`config.mk`:
```
export PLATFORM = sky130hd
export DESIGN_NAME = fifo_write_ctrl
export DESIGN_NICKNAME = d
export VERILOG_FILES = /design/src/rtl/fifo_write_ctrl.sv
export SDC_FILE = /design/constraint.sdc
export NUM_CORES = 1
export LEC_CHECK = 0
export BUFFER_PORTS_ARGS = -buffer_cell sky130_fd_sc_hd__buf_2
export CORE_MARGIN = 1.5
export CORE_UTILIZATION = 40
export DETAILED_ROUTE_END_ITERATION = 10
export GPL_TIMING_DRIVEN = 0
export PLACE_DENSITY = 0.63
export SYNTH_ARGS = -nofsm -noshare
export SYNTH_HDL_FRONTEND = slang
export SYNTH_SLANG_ARGS = --single-unit
export TNS_END_PERCENT = 20
```
`constraint.sdc`:
```
create_clock -name wr_clk -period 5.9 [get_ports wr_clk]
set_clock_uncertainty 0.1 [all_clocks]
set_input_delay 0.295 -clock wr_clk [delete_from_list [all_inputs] [get_ports wr_clk]]
set_output_delay 0.295 -clock wr_clk [all_outputs]
set_load 0.03 [all_outputs]
```
`src/rtl/fifo_write_ctrl.sv`:
```
// Write-side pointer and flag controller for the async FIFO.
// Lives entirely in the write clock domain: synchronises the incoming read
// Gray pointer, drives the RAM write port, exports the write Gray pointer and
// derives full / almost-full / fill level / sticky overflow.
module fifo_write_ctrl #(
    parameter int ADD_WIDTH = 3,
    parameter int AF_MARGIN = 2
) (
    input  logic                 wr_clk,
    input  logic                 wr_rst,
    input  logic                 wr_en,
    input  logic [ADD_WIDTH:0]   rd_ptr_gry,
    input  logic                 ovf_clr,
    output logic [ADD_WIDTH-1:0] wr_addrs,
    output logic                 mem_wr_en,
    output logic [ADD_WIDTH:0]   wr_ptr_bin_gry,
    output logic                 fifo_full,
    output logic                 almost_full,
    output logic [ADD_WIDTH:0]   wr_level,
    output logic                 overflow
);

    localparam int PW    = ADD_WIDTH + 1;
    localparam int DEPTH = 1 << ADD_WIDTH;
    localparam logic [PW-1:0] AF_LEVEL = PW'(DEPTH - AF_MARGIN);

    logic [PW-1:0] wr_ptr_bin;
    logic [PW-1:0] ptr_next;
    logic [PW-1:0] sync1;
    logic [PW-1:0] rd_gry_sync;
    logic [PW-1:0] rd_bin;
    logic          accept;

    function automatic logic [PW-1:0] bin2gray(input logic [PW-1:0] b);
        return b ^ (b >> 1);
    endfunction

    function automatic logic [PW-1:0] gray2bin(input logic [PW-1:0] g);
        logic [PW-1:0] b;
        b[PW-1] = g[PW-1];
        for (int i = PW - 2; i >= 0; i--) begin
            b[i] = b[i+1] ^ g[i];
        end
        return b;
    endfunction

    // Two-flop synchroniser for the read Gray pointer.
    always_ff @(posedge wr_clk) begin
        if (wr_rst) begin
            sync1       <= '0;
            rd_gry_sync <= '0;
        end else begin
            sync1       <= rd_ptr_gry;
            rd_gry_sync <= sync1;
        end
    end

    // Full when the write pointer is one lap ahead: top two Gray bits inverted.
    always_comb begin
        fifo_full = (wr_ptr_bin_gry ==
                     {~rd_gry_sync[ADD_WIDTH:ADD_WIDTH-1], rd_gry_sync[ADD_WIDTH-2:0]});
        accept    = wr_en & ~fifo_full;
        mem_wr_en = accept;
        ptr_next  = wr_ptr_bin + 1'b1;
    end

    // Binary and Gray write pointers advance together on an accepted write.
    always_ff @(posedge wr_clk) begin
        if (wr_rst) begin
            wr_ptr_bin     <= '0;
            wr_ptr_bin_gry <= '0;
        end else if (accept) begin
            wr_ptr_bin     <= ptr_next;
            wr_ptr_bin_gry <= bin2gray(ptr_next);
        end
    end

    // Sticky overflow; a rejected write in the same cycle beats the clear.
    always_ff @(posedge wr_clk) begin
        if (wr_rst) begin
            overflow <= 1'b0;
        end else if (wr_en & fifo_full) begin
            overflow <= 1'b1;
        end else if (ovf_clr) begin
            overflow <= 1'b0;
        end
    end

    // Level uses the stale read pointer, so it can only over-report.
    always_comb begin
        rd_bin      = gray2bin(rd_gry_sync);
        wr_level    = wr_ptr_bin - rd_bin;
        almost_full = (wr_level >= AF_LEVEL);
        wr_addrs    = wr_ptr_bin[ADD_WIDTH-1:0];
    end

endmodule

```
=== Word-level counts from Yosys, hierarchy flattened ===
Cells that the tools add are included.

* $add $sub $neg: 2
* Multipliers: 0
* Divide/modulo/power cells: 0
* $lt $le $gt $ge: 1
* Eq/ne operators: 1
* Shift operators: 0
* Mux-type cells: 2
* Bitwise logic cells: 8
* Reductions and logical operators: 1

{| class="wikitable"
|+ Operator list
! kind !! count
|-
| $add A4 B1 Y4 const B || 1
|-
| $eq A4 B4 Y1 || 1
|-
| $ge A4 B3 Y1 const B || 1
|-
| $sub A4 B4 Y4 || 1
|-
| $xor A4 B3 Y4 || 1
|-
| $xor A1 B1 Y1 || 3
|-
| $and A1 B1 Y1 || 2
|-
| $mux W1 || 2
|-
| $not A2 Y2 || 1
|-
| $reduce_bool A2 Y1 || 1
|-
| $not A1 Y1 || 1
|}

* Register bits after elaboration: 17
* Latch bits: 0
* Bits in writable memories: 0
* Memory bits (read-only): 0
* Input port bits: 8
* Output and inout port bits: 15
* Word-level logic and storage cells: 20
* Memories: 0

=== Logic depth before layout (Yosys ltp) ===
* Word-level depth: 5
* Mapped depth: 9
* Gate-level depth less buffers: 9

=== Worst setup path after synthesis ===
Ideal clock, no wire load.

* Path type: flip-flop to output port
* From: reg rd_gry_sync[3]
* To: out almost_full
* Arrival time: 2.573 ns
* Required time: 5.505 ns
* Setup slack: 2.932 ns
* Stages on the path, launching flop included: 10
* Buffers on the path: 0
* Path through: dfxtp_1 xnor2_1 xor2_1 xnor2_1 ha_1 inv_1 fa_1 xor2_1 nand2_1 o21ai_0

* Word-level cells in the longest chain between the ends: 5

{| class="wikitable"
|+ RTL lines
! element !! RTL line !! source
|-
| start, declared || 30 || <nowiki>logic [PW-1:0] rd_gry_sync;</nowiki>
|-
| start signal, assigned || 54 || <nowiki>rd_gry_sync <= sync1;</nowiki>
|-
| $xor A1 B1 Y1 * || 42 || <nowiki>b[i] = b[i+1] ^ g[i];</nowiki>
|-
| $xor A1 B1 Y1 (2 in a row) || 42 ||
|-
| $sub A4 B4 Y4 * || 92 || <nowiki>wr_level = wr_ptr_bin - rd_bin;</nowiki>
|-
| named net wr_level[2] || 19 || <nowiki>output logic [ADD_WIDTH:0] wr_level,</nowiki>
|-
| $ge A4 B3 Y1 * || 93 || <nowiki>almost_full = (wr_level >= AF_LEVEL);</nowiki>
|-
| end, declared || 18 || <nowiki>output logic almost_full,</nowiki>
|}

The timed path passes the listed nets; every way through them passes the cells marked *.

=== Worst setup path after layout ===
* From: reg rd_gry_sync[3]
* To: out almost_full

* Word-level cells in the longest chain between the ends: 5

{| class="wikitable"
|+ RTL lines
! element !! RTL line
|-
| $xor A1 B1 Y1 (3 in a row) || 42
|-
| $sub A4 B4 Y4 * || 92
|-
| $ge A4 B3 Y1 * || 93
|}

Every way passes the cells marked *; elsewhere a longest branch is shown, timed or not.

==> metrics.md <==
| Metric | Value |
|---|---|
| MaxCap Viol Count | 0 |
| Syn Inst Count | 80 |
| Clock transition at path regs | 0.09 ns |
| Fillcell total | 163 |
| Period utilization | 49.02% |
| Status | complete, no violations |
| Worst flop-to-flop path endpoint | wr_ptr_bin_gry[1] |
| Synthesis-stage register bit count | 16 |
| Synth area leader | dfxtp_1 |
| Num CTS Buffers | 3 |
| Detailed Routing Iterations Pass 1 | 3 |
| CTS tree | yes |
| Area of the multi-input gates | 441.7 um^2 |
| Mapped Area | 788.3 um^2 |
| Period minus WS final | 2.892 ns |
| Critical path arrival | 2.50 ns |
| Hold path endpoint | sync1[1] |
| Setup-failing EPs final | 0 |
| Hold path depth | 2 |
| Die Wd | 47.39 um |
| CP endpoint kind | output port |
| Placed insts | 127 |
| FF/Latch Area | 320.3 um^2 |
| Worst slew pin tran | 0.6906 ns |
| Design Area, Final | 965.9 um^2 |
| Remaining antenna violation count | 0 |
| Num rows | 15 |
| Die height | 47.39 um |
| CP max FO | 3 |
| Max Clock Freq | 345.8 MHz |
| Layout area overhead | 22.54% |
| Initial antenna violation count | 0 |
| Area contributors post-synth | dfxtp_1 (41%), xnor2_1 (11%), nor2b_1 (7.9%), ha_1 (6.3%), xor2_1 (5.6%) |
| Die area | 0.002246 mm^2 |
| Kind of start point of the critical path | register |
| DRC viols | 0 |
| RR Startpoint | wr_ptr_bin_gry[3] |
| Routed vias/inst | 4.557 |
| Post-CTS resize count | 0 |
| PD cells | 289.8 mW/mm^2 |
| Slowest cell on crit path | fa_1 |
| Largest net degree at the start of global routing | 11 |
| Final net count | 120 |
| DR iter-0 viols | 3 |
| Fin. Hold Viols | 0 |
| Maximum vdd drop | 0.0001722 V |
| Tot Pwr | 0.2799 mW |
| Hold Crit Start | rd_ptr_gry[1] |
| Worst Path Required | 5.51 ns |
| DP Wirelength | 1040 um |
| Placed Area | 929.6 um^2 |
| Number of global-route vias before repair | 463 |
| Max incr delay on CP | 0.37 ns |
| Hold Slack | 0.1135 ns |
| Mean post-synth cell area | 9.853 um^2 |
| Rel. slew slack | 53.80% |
| Distinct cells, synth | 19 |
| Sum Neg Setup Slack | 0 ns |
| Via Count | 597 |
| Register area share after synthesis | 40.63% |
| Average wire per standard cell | 10.30 um |
| Share of layout cells above drive strength 1 | 27.36% |
| Reg2Reg Depth | 4 |
| Clock Latency Late Sink | 0.28 ns |
| I/O pins | 23 |
| CTS H-tree depth | 1 |
| Crit path cell chain | xnor2_1 > xor2_1 > xnor2_1 > ha_1 > inv_1 > fa_1 > xor2_1 > nand2_1 > o21ai_0 > buf_2 |
| Routed WL | 1349 um |
| Tot GR Track Use | 13.87% |
| RSZ-0062 raised after global routing | no |
| Leakage Power | 0.4464 nW |
| Starting Density | 44.21% |
| Hold_buf cts | 0 |
| Ant. Diodes | 0 |
| Core ar. | 0.001783 mm^2 |
| CTS sink cnt | 16 |
| Max-slew violation count | 0 |
| Grt ovf | 0 |
| R2r setup slk | 4.06 ns |
| Post-Layout Cell Count | 131 |
| CTS Buffer Depth | 2 |
| Port bufs | 22 |
| Root Buffer | clkbuf_4 |
| Syn Nets | 93 |
| Post-synth top area share | 40.63% |
| Placer Congestion | 0.7115 |
| Type of the most critical hold path | input port to register |
| Yosys warning count | 0 |
| Buffer count from post-CTS setup fixing | 0 |
| First-pass GRT wire length | 2035 um |
| Kind of critical path | register to output port |
-- cell families (layout without fill, tap and decap cells) --
logic type / Yosys count / after routing / synth area share [%]
adder cells (fa/ha/maj): 5 / 5 / 8.889
flip-flops: 16 / 16 / 40.64
XOR/XNOR: 15 / 15 / 16.67
buffers and inverters: 7 / 33 / 3.333
multiplexers: 4 / 4 / 5.080
AND/OR/NAND/NOR: 23 / 23 / 15.87
AO/OA/AOI/OAI: 10 / 10 / 9.525
-- routing by layer --
layer  track usage, %  vias to the layer above  part of all wire, %
met4            11.67                        0                  1.6
met2            21.08                       13                   44
met1            16.90                      265                   51
met5                0                        -                    0
met3            2.308                        2                  3.6
li1                 -                      317                    -
-- cells in the mapped netlist, drive strengths merged --
master,n
clkbuf,1
fa,1
nand3,1
nor2,7
nor4,1
and3,1
a21boi,1
a21oi,4
dfxtp,16
o41ai,1
nor2b,10
xnor2,10
inv,6
mux2i,4
or3,2
o21ai,4
ha,4
nand2,1
xor2,5
-- registers in the layout, summed over array words and instances (netlist names) --
register,count
wr_ptr_bin,3
rd_gry_sync,4
overflow,1
sync1,4
wr_ptr_bin_gry,4
-- cells in the final DEF (no fill, tap or decap), types with 2 or more instances in the layout --
cell | Yosys | routed
buf_2 | 0 | 22
dfxtp_1 | 16 | 16
a21oi_1 | 4 | 4
mux2i_1 | 4 | 4
or3_2 | 2 | 2
xnor2_1 | 10 | 10
inv_1 | 6 | 6
clkbuf_4 | 0 | 3
nor2_1 | 7 | 7
xor2_1 | 5 | 5
ha_1 | 4 | 4
o21ai_0 | 4 | 4
nor2b_1 | 10 | 10
-- worst max-delay path, delay by kind of cell (launching register included) --
kind                       cells  cell delay, ns
AOI/OAI and AO/OA              1            0.06
xor gates and xnor gates       4            0.92
adders and majority gates      2            0.55
buffers and inverters          2            0.26
DFF                            1            0.35
and+or+nand+nor                1            0.06
-- per-stage QoR --
stage	util, %	setup WS, ns
global route	54.18	2.787
detailed placement	52.14	3.278
finish	54.18	3.008
floorplan	-	2.932
global placement	52.14	3.307
CTS	54.18	2.956
-- how the worst max path moves through the flow --
stage	to	slack (ns)	cells after the start	start
2_1_floorplan	almost_full	2.93	9	rd_gry_sync[3]
3_3_place_gp	almost_full	3.31	10	rd_gry_sync[3]
3_5_place_dp	almost_full	3.28	10	rd_gry_sync[3]
4_1_cts	almost_full	2.96	10	rd_gry_sync[3]
5_1_grt	almost_full	2.79	10	rd_gry_sync[3]
6_report	almost_full	3.01	10	rd_gry_sync[3]
-- power breakdown --
part	switching [mW]	leakage, nW	internal [mW]
Sequential	0.00638	0.131	0.114
Combinational	0.0565	0.294	0.0312
Clock	0.0343	0.0210	0.0375
Total	0.0972	0.446	0.183
-- final cells by class --
cell class                      instances  share of cell area (%)
Clock buffer                            4                   3.756
Timing Repair Buffer                   22                   11.40
Tap cell                               25                   3.238
Inverter                                6                   2.332
Buffer                                  1                  0.3886
Multi-Input combinational cell         57                   45.73
Sequential cell                        16                   33.16
(Power assumes the default switching activity.)
